## src/rtl/sdf_axi_lite_sequencer.sv

```systemverilog
// sdf_axi_lite_sequencer
// AXI4-Lite master that drives an sdf_axi_wrapper through one transform:
// streams N coefficients in and writes them to addresses 0..N-1, issues the
// start / start-clear control pair, polls the status register for done, then
// reads the N results back and streams them out with out_last on the final beat.
// Optional build macro: SDF_SEQ_TIMEOUT_EN bounds the status polling to
// POLL_LIMIT reads; without it polling continues until done or reset.
module sdf_axi_lite_sequencer #(
    parameter int DATA_WIDTH  = 32,
    parameter int ADDR_WIDTH  = 5,
    parameter int N           = 16,
    parameter int CTRL_ADDR   = 16,
    parameter int STATUS_ADDR = 17,
    parameter int POLL_LIMIT  = 1024
) (
    input  logic                  s_axi_aclk,
    input  logic                  s_axi_aresetn,
    input  logic                  start,
    input  logic                  intt_mode,
    input  logic [DATA_WIDTH-1:0] in_data,
    input  logic                  in_valid,
    output logic                  in_ready,
    output logic [DATA_WIDTH-1:0] out_data,
    output logic                  out_valid,
    input  logic                  out_ready,
    output logic                  out_last,
    output logic                  busy,
    output logic                  error,
    output logic [ADDR_WIDTH-1:0] m_axi_awaddr,
    output logic                  m_axi_awvalid,
    input  logic                  m_axi_awready,
    output logic [DATA_WIDTH-1:0] m_axi_wdata,
    output logic                  m_axi_wvalid,
    input  logic                  m_axi_wready,
    input  logic [1:0]            m_axi_bresp,
    input  logic                  m_axi_bvalid,
    output logic                  m_axi_bready,
    output logic [ADDR_WIDTH-1:0] m_axi_araddr,
    output logic                  m_axi_arvalid,
    input  logic                  m_axi_arready,
    input  logic [DATA_WIDTH-1:0] m_axi_rdata,
    input  logic [1:0]            m_axi_rresp,
    input  logic                  m_axi_rvalid,
    output logic                  m_axi_rready
);

    localparam int IDX_W = $clog2(N);

    typedef enum logic [3:0] {
        S_IDLE     = 4'd0,
        S_GET_IN   = 4'd1,
        S_WR       = 4'd2,
        S_WR_RESP  = 4'd3,
        S_CTRL_SET = 4'd4,
        S_CTRL_CLR = 4'd5,
        S_POLL_AR  = 4'd6,
        S_POLL_R   = 4'd7,
        S_POLL_GAP = 4'd8,
        S_RD_AR    = 4'd9,
        S_RD_R     = 4'd10,
        S_PUSH     = 4'd11,
        S_ERR      = 4'd12
    } state_t;

    // Which kind of write is in flight; decides where WR_RESP goes next.
    typedef enum logic [1:0] {
        PH_COEF = 2'd0,
        PH_SET  = 2'd1,
        PH_CLR  = 2'd2
    } phase_t;

    state_t               state_r;
    state_t               next_state_s;
    phase_t               phase_r;
    logic                 mode_r;
    logic [IDX_W-1:0]     idx_r;
    logic [IDX_W-1:0]     idx_nx_s;
    logic                 idx_last_s;
    logic                 start_fire_s;
    logic                 in_fire_s;
    logic                 b_ok_s;
    logic                 b_bad_s;
    logic                 r_ok_s;
    logic                 r_bad_s;
    logic                 r_done_s;
    logic                 push_fire_s;
    logic                 aw_clear_s;
    logic                 w_clear_s;
    logic                 poll_expired_s;
    logic                 in_ready_nx_s;
    logic                 awvalid_nx_s;
    logic                 wvalid_nx_s;
    logic                 bready_nx_s;
    logic                 arvalid_nx_s;
    logic                 rready_nx_s;
    logic                 out_valid_nx_s;
    logic                 out_last_nx_s;
    logic                 busy_nx_s;

    // Control word for the set (start) and clear halves of the control pair.
    function automatic logic [DATA_WIDTH-1:0] ctrl_word(input logic intt, input logic set_half);
        logic [DATA_WIDTH-1:0] word;
        case ({intt, set_half})
            2'b01:   word = DATA_WIDTH'(32'd5);
            2'b00:   word = DATA_WIDTH'(32'd4);
            2'b11:   word = DATA_WIDTH'(32'd3);
            2'b10:   word = DATA_WIDTH'(32'd2);
            default: word = DATA_WIDTH'(32'd0);
        endcase
        return word;
    endfunction

    assign idx_last_s   = (idx_r == IDX_W'(N - 1));
    assign start_fire_s = (state_r == S_IDLE) && start;
    assign in_fire_s    = in_valid && in_ready;
    assign b_ok_s       = m_axi_bvalid && (m_axi_bresp == 2'b00);
    assign b_bad_s      = m_axi_bvalid && (m_axi_bresp != 2'b00);
    assign r_ok_s       = m_axi_rvalid && (m_axi_rresp == 2'b00);
    assign r_bad_s      = m_axi_rvalid && (m_axi_rresp != 2'b00);
    assign r_done_s     = r_ok_s && m_axi_rdata[0];
    assign push_fire_s  = (state_r == S_PUSH) && out_ready;
    // A channel is clear once its valid is low or its handshake happens now.
    assign aw_clear_s   = !m_axi_awvalid || m_axi_awready;
    assign w_clear_s    = !m_axi_wvalid || m_axi_wready;

`ifdef SDF_SEQ_TIMEOUT_EN
    localparam int PC_W = $clog2(POLL_LIMIT + 1);
    logic [PC_W-1:0] poll_cnt_r;

    assign poll_expired_s = (poll_cnt_r == PC_W'(POLL_LIMIT - 1));

    // Count completed not-done status reads of the current transform.
    always_ff @(posedge s_axi_aclk or negedge s_axi_aresetn) begin
        if (!s_axi_aresetn) begin
            poll_cnt_r <= '0;
        end else if (state_r == S_CTRL_CLR) begin
            poll_cnt_r <= '0;
        end else if ((state_r == S_POLL_R) && r_ok_s && !m_axi_rdata[0]) begin
            poll_cnt_r <= poll_cnt_r + PC_W'(1'b1);
        end else begin
            poll_cnt_r <= poll_cnt_r;
        end
    end
`else
    // Polling only ends on done; the limit stays referenced so both builds share one parameter list.
    assign poll_expired_s = 1'b0 & (POLL_LIMIT > 0);
`endif

    // State register.
    always_ff @(posedge s_axi_aclk or negedge s_axi_aresetn) begin
        if (!s_axi_aresetn) begin
            state_r <= S_IDLE;
        end else begin
            state_r <= next_state_s;
        end
    end

    // Next-state decision.
    always_comb begin
        next_state_s = state_r;
        case (state_r)
            S_IDLE:     if (start) next_state_s = S_GET_IN; else next_state_s = S_IDLE;
            S_GET_IN:   if (in_fire_s) next_state_s = S_WR; else next_state_s = S_GET_IN;
            S_WR:       if (aw_clear_s && w_clear_s) next_state_s = S_WR_RESP; else next_state_s = S_WR;
            S_WR_RESP: begin
                if (b_bad_s) begin
                    next_state_s = S_ERR;
                end else if (b_ok_s) begin
                    case (phase_r)
                        PH_COEF: next_state_s = idx_last_s ? S_CTRL_SET : S_GET_IN;
                        PH_SET:  next_state_s = S_CTRL_CLR;
                        PH_CLR:  next_state_s = S_POLL_AR;
                        default: next_state_s = S_ERR;
                    endcase
                end else begin
                    next_state_s = S_WR_RESP;
                end
            end
            S_CTRL_SET: next_state_s = S_WR;
            S_CTRL_CLR: next_state_s = S_WR;
            S_POLL_AR:  if (m_axi_arready) next_state_s = S_POLL_R; else next_state_s = S_POLL_AR;
            S_POLL_R: begin
                if (r_bad_s) begin
                    next_state_s = S_ERR;
                end else if (r_done_s) begin
                    next_state_s = S_RD_AR;
                end else if (r_ok_s) begin
                    next_state_s = poll_expired_s ? S_ERR : S_POLL_GAP;
                end else begin
                    next_state_s = S_POLL_R;
                end
            end
            S_POLL_GAP: next_state_s = S_POLL_AR;
            S_RD_AR:    if (m_axi_arready) next_state_s = S_RD_R; else next_state_s = S_RD_AR;
            S_RD_R: begin
                if (r_bad_s) begin
                    next_state_s = S_ERR;
                end else if (r_ok_s) begin
                    next_state_s = S_PUSH;
                end else begin
                    next_state_s = S_RD_R;
                end
            end
            S_PUSH: begin
                if (push_fire_s) begin
                    next_state_s = idx_last_s ? S_IDLE : S_RD_AR;
                end else begin
                    next_state_s = S_PUSH;
                end
            end
            S_ERR:      next_state_s = S_IDLE;
            default:    next_state_s = S_IDLE;
        endcase
    end

    // Next values of the handshake/status outputs, derived from the state being entered.
    always_comb begin
        in_ready_nx_s  = (next_state_s == S_GET_IN);
        bready_nx_s    = (next_state_s == S_WR_RESP);
        arvalid_nx_s   = (next_state_s == S_POLL_AR) || (next_state_s == S_RD_AR);
        rready_nx_s    = (next_state_s == S_POLL_R) || (next_state_s == S_RD_R);
        out_valid_nx_s = (next_state_s == S_PUSH);
        out_last_nx_s  = (next_state_s == S_PUSH) && idx_last_s;
        busy_nx_s      = (next_state_s != S_IDLE);
        // AW and W are raised together and each drops on its own handshake.
        if (next_state_s == S_WR) begin
            if (state_r == S_WR) begin
                awvalid_nx_s = m_axi_awvalid && !m_axi_awready;
                wvalid_nx_s  = m_axi_wvalid && !m_axi_wready;
            end else begin
                awvalid_nx_s = 1'b1;
                wvalid_nx_s  = 1'b1;
            end
        end else begin
            awvalid_nx_s = 1'b0;
            wvalid_nx_s  = 1'b0;
        end
    end

    // Registered handshake and status outputs.
    always_ff @(posedge s_axi_aclk or negedge s_axi_aresetn) begin
        if (!s_axi_aresetn) begin
            in_ready      <= 1'b0;
            m_axi_awvalid <= 1'b0;
            m_axi_wvalid  <= 1'b0;
            m_axi_bready  <= 1'b0;
            m_axi_arvalid <= 1'b0;
            m_axi_rready  <= 1'b0;
            out_valid     <= 1'b0;
            out_last      <= 1'b0;
            busy          <= 1'b0;
        end else begin
            in_ready      <= in_ready_nx_s;
            m_axi_awvalid <= awvalid_nx_s;
            m_axi_wvalid  <= wvalid_nx_s;
            m_axi_bready  <= bready_nx_s;
            m_axi_arvalid <= arvalid_nx_s;
            m_axi_rready  <= rready_nx_s;
            out_valid     <= out_valid_nx_s;
            out_last      <= out_last_nx_s;
            busy          <= busy_nx_s;
        end
    end

    // Coefficient index: advances after each good coefficient write and each pushed beat, wraps at N.
    always_comb begin
        idx_nx_s = idx_r;
        if (start_fire_s) begin
            idx_nx_s = {IDX_W{1'b0}};
        end else if ((state_r == S_WR_RESP) && b_ok_s && (phase_r == PH_COEF)) begin
            idx_nx_s = idx_last_s ? {IDX_W{1'b0}} : idx_r + IDX_W'(1'b1);
        end else if ((state_r == S_POLL_R) && r_done_s) begin
            idx_nx_s = {IDX_W{1'b0}};
        end else if (push_fire_s) begin
            idx_nx_s = idx_last_s ? {IDX_W{1'b0}} : idx_r + IDX_W'(1'b1);
        end else begin
            idx_nx_s = idx_r;
        end
    end

    // Index and transform-direction registers.
    always_ff @(posedge s_axi_aclk or negedge s_axi_aresetn) begin
        if (!s_axi_aresetn) begin
            idx_r  <= {IDX_W{1'b0}};
            mode_r <= 1'b0;
        end else if (start_fire_s) begin
            idx_r  <= idx_nx_s;
            mode_r <= intt_mode;
        end else begin
            idx_r  <= idx_nx_s;
            mode_r <= mode_r;
        end
    end

    // Sticky error: set on entering ERR, cleared only by an accepted start.
    always_ff @(posedge s_axi_aclk or negedge s_axi_aresetn) begin
        if (!s_axi_aresetn) begin
            error <= 1'b0;
        end else if (next_state_s == S_ERR) begin
            error <= 1'b1;
        end else if (start_fire_s) begin
            error <= 1'b0;
        end else begin
            error <= error;
        end
    end

    // Write address/data: the accepted coefficient, or the control word for the current half.
    always_ff @(posedge s_axi_aclk or negedge s_axi_aresetn) begin
        if (!s_axi_aresetn) begin
            m_axi_awaddr <= {ADDR_WIDTH{1'b0}};
            m_axi_wdata  <= {DATA_WIDTH{1'b0}};
            phase_r      <= PH_COEF;
        end else if ((state_r == S_GET_IN) && in_fire_s) begin
            m_axi_awaddr <= ADDR_WIDTH'(idx_r);
            m_axi_wdata  <= in_data;
            phase_r      <= PH_COEF;
        end else if (state_r == S_CTRL_SET) begin
            m_axi_awaddr <= ADDR_WIDTH'(CTRL_ADDR);
            m_axi_wdata  <= ctrl_word(mode_r, 1'b1);
            phase_r      <= PH_SET;
        end else if (state_r == S_CTRL_CLR) begin
            m_axi_awaddr <= ADDR_WIDTH'(CTRL_ADDR);
            m_axi_wdata  <= ctrl_word(mode_r, 1'b0);
            phase_r      <= PH_CLR;
        end else begin
            m_axi_awaddr <= m_axi_awaddr;
            m_axi_wdata  <= m_axi_wdata;
            phase_r      <= phase_r;
        end
    end

    // Read address loaded together with arvalid so it is valid on the first AR cycle.
    always_ff @(posedge s_axi_aclk or negedge s_axi_aresetn) begin
        if (!s_axi_aresetn) begin
            m_axi_araddr <= {ADDR_WIDTH{1'b0}};
        end else if ((next_state_s == S_POLL_AR) && (state_r != S_POLL_AR)) begin
            m_axi_araddr <= ADDR_WIDTH'(STATUS_ADDR);
        end else if ((next_state_s == S_RD_AR) && (state_r != S_RD_AR)) begin
            m_axi_araddr <= ADDR_WIDTH'(idx_nx_s);
        end else begin
            m_axi_araddr <= m_axi_araddr;
        end
    end

    // Result capture from a good read-data beat.
    always_ff @(posedge s_axi_aclk or negedge s_axi_aresetn) begin
        if (!s_axi_aresetn) begin
            out_data <= {DATA_WIDTH{1'b0}};
        end else if ((state_r == S_RD_R) && r_ok_s) begin
            out_data <= m_axi_rdata;
        end else begin
            out_data <= out_data;
        end
    end

endmodule

```

## config.mk

```make
export PLATFORM = sky130hd
export DESIGN_NAME = sdf_axi_lite_sequencer
export DESIGN_NICKNAME = d
export VERILOG_FILES = /design/src/rtl/sdf_axi_lite_sequencer.sv
export SDC_FILE = /design/constraint.sdc
export NUM_CORES = 1
export LEC_CHECK = 0
export ABC_AREA = 1
export CORE_UTILIZATION = 46
export CTS_CLUSTER_DIAMETER = 120
export DETAILED_ROUTE_END_ITERATION = 6
export GPL_TIMING_DRIVEN = 0
export MAX_ROUTING_LAYER = met4
export PLACE_DENSITY = 0.85
export SETUP_SLACK_MARGIN = 0.2
export SYNTH_ARGS = -nofsm -noshare
export SYNTH_HDL_FRONTEND = slang
export SYNTH_SLANG_ARGS = --single-unit
export TNS_END_PERCENT = 1
```

## constraint.sdc

```tcl
create_clock -name s_axi_aclk -period 2.8 [get_ports s_axi_aclk]
set_clock_uncertainty 0.15 [all_clocks]
set_input_delay 0.84 -clock s_axi_aclk [delete_from_list [all_inputs] [get_ports s_axi_aclk]]
set_output_delay 0.84 -clock s_axi_aclk [all_outputs]
set_load 0.005 [all_outputs]
```

==> flow_summary.json <==
{
  "use_met1_pct": 28.6,
  "numCtsBuffers": 9,
  "root_buffer": "clkbuf_8",
  "netlist_area_um2": 4000,
  "hold_viol_final": 0,
  "antenna_found_initial": 0,
  "routabilityCongestion": 0.840,
  "io_pins": 163,
  "avgSynthCellArea_um2": 10.8,
  "fillers": 595,
  "grt_pass1_vias": 3370,
  "nets": 627,
  "outcome": "completed",
  "setup_viol_count_final": 0,
  "grt_overflow_total": 0,
  "endpoint_kind": "register",
  "utilization_pct": 72.3,
  "min_period_over_period_pct": 87.3,
  "mostFrequentLayoutCell": "clkdlybuf4s50_1",
  "cts_setup_buffers": 0,
  "clk_latency_ps": 350,
  "instances_no_fill": 654,
  "htree_levels": 3,
  "drt_iter0_drc": 122,
  "rsz0062_at_grt": "no",
  "grt_usage_pct": 23.8,
  "dp_cells": 638,
  "cts_max_path_buffers": 2,
  "max_clock_freq_ghz": 0.409,
  "cp_data_required_time_ps": 2900,
  "max_cap_viol_count": 0,
  "powerDensity_nw_per_um2": 818,
  "crit_type": "input pin to register",
  "io_buffers": 162,
  "die_area_um2": 9070,
  "grt_use_met3_pct": 4.23,
  "cts_tree": "built",
  "min_path_type": "input pin to async pin",
  "maxSlewViolCount": 0,
  "max-vdd-ir-drop_uv": 479,
  "fin_crit_ps": 2440,
  "vias": 3378,
  "num_rows": 33,
  "rrSetupSlack_ps": 710,
  "crit_path_start_kind": "input pin",
  "syn2layout_area_growth_pct": 50.0,
  "ys_seq_elements": 95,
  "ant_nets": 0,
  "antenna_cells": 0,
  "cts_hold_buffers": 0,
  "syn-instance-count": 370,
  "dpl.hpwl_um": 7810,
  "initial_core_util_pct": 48.2,
  "tightestPinTransition_ps": 473,
  "ys_seq_area_share_pct": 59.4,
  "yosys_warnings": 0,
  "die_w_um": 95.2,
  "grt_first_pass_wirelength_um": 15700,
  "met2_usage_pct": 39.6,
  "drive_above_1_share_pct": 13.7,
  "clk_transition_reported_paths_ps": 90,
  "busiest_layer": "met2",
  "crit_fanout": 6,
  "routed_wl_um": 10100,
  "via_per_inst": 5.17,
  "most-common-layout-cells": "161 x clkdlybuf4s50_1, 95 x dfrtp_1, 73 x nand2_1",
  "drc": 0,
  "clock_sinks": 95,
  "core_area_um2": 8300,
  "dr.pass1.iters": 4,
  "synth_cell_type_count": 30,
  "wl_per_cell_um": 15.5,
  "slew_headroom_pct": 68.5,
  "die_h_um": 95.2,
  "grt_max_degree": 64,
  "cp.arrival_ps": 2540,
  "leakage_nw": 2.88,
  "syn_nets": 453
}
-- logic make-up (layout without fill, tap and decap cells) --
| family | Yosys count | in the layout | share of synthesized area (%) |
|---|---|---|---|
| flip-flops | 95 | 95 | 59.4 |
| AND/OR/NAND/NOR | 146 | 146 | 16.5 |
| multiplexers | 32 | 32 | 9.01 |
| AO/OA/AOI/OAI | 54 | 54 | 9.95 |
| adder cells (fa/ha/maj) | 4 | 4 | 1.25 |
| buffers and inverters | 39 | 218 | 3.85 |
-- sequential cells by signal, indices dropped and copies added, names as in the netlist, 2 cells and up --
name	count
m_axi_araddr	5
m_axi_awaddr	5
m_axi_wdata	32
idx_r	4
out_data	32
phase_r	2
state_r	4
-- per-stage QoR --
step | setup slack [ps] | hold slack (ps) | cell area [µm²] | power (mW) | TNS, ps
after floorplan | 672 | 294 | 4000 | 2.89 | 0
after global placement | -2600 | 307 | 5750 | 3.87 | -246010
after detailed placement | -26.4 | 314 | 5780 | 3.94 | -47.2
after CTS | 363 | 270 | 6000 | 4.95 | 0
after global routing | 207 | 275 | 6000 | 5.25 | 0
final | 356 | 267 | 6000 | 4.91 | 0
-- cells in the mapped netlist, drive strengths merged --
library cell / instances / area share, %
dfrtp: 95 / 59
nand2: 74 / 7.0
nor2: 42 / 4.8
mux2: 32 / 9.0
a22o: 31 / 6.8
inv: 29 / 2.7
nand3: 19 / 2.6
o21ai: 11 / 1.4
buf: 9 / 1.0
a21oi: 7 / 0.88
nand4: 6 / 1.1
ha: 4 / 1.3
nand3b: 3 / 0.66
a21boi: 1 / 0.19
a21o: 1 / 0.19
a31oi: 1 / 0.16
and2: 1 / 0.16
clkinv: 1 / 0.094
nor3: 1 / 0.13
o21a: 1 / 0.19
o31ai: 1 / 0.19
-- metal layers --
metal	wire (µm)	share of wire (%)	vias up
li1	-	-	1601
met1	4270	42	1611
met2	4930	49	143
met3	703	6.9	23
met4	234	2.3	0
met5	0	0	-
-- power by group --
group	total (mW)	internal (mW)	leakage [nW]	switching, mW
Clock	0.992	0.512	0.109	0.481
Sequential	1.96	1.75	1.28	0.213
Combinational	1.95	1.06	1.50	0.890
-- final cells by class --
type | instances | area (µm²) | share of cell area [%]
well taps | 105 | 131 | 2.19
clock buffers | 10 | 128 | 2.13
repair buffers | 163 | 1650 | 27.4
inverters | 30 | 113 | 1.88
multi-input cells | 236 | 1470 | 24.5
plain buffers | 9 | 41.3 | 0.688
clock inverters | 6 | 92.6 | 1.54
flip-flops and latches | 95 | 2380 | 39.6
-- path summary, 6_finish.rpt --
kind                       depth (start not counted)               to           start
setup / recovery                                   9  m_axi_araddr[0]  m_axi_rresp[1]
hold / removal                                     1  m_axi_wdata[14]   s_axi_aresetn
setup reg to reg                                  10  m_axi_araddr[0]        idx_r[0]
hold reg to reg                                    2   m_axi_wdata[0]  m_axi_wdata[0]
max in group asynchronous                          2         idx_r[2]   s_axi_aresetn
min in group s_axi_aclk                            2   m_axi_wdata[0]  m_axi_wdata[0]
-- critical path: stages --
cell and delay (ps):
clkdlybuf4s50_1 390, nor2_1 240, nand2_1 110, a21oi_1 230, nand3b_2 170, nor2_4 180, nand4_2 180, nand3_1 140
nand2_1 60
-- repair_timing --
item                                   CTS  global route
gates resized for setup                  0             1
setup endpoints to repair                0             5
endpoints found under the hold margin    0             0
No activity file was read; power rests on OpenSTA's default activity.
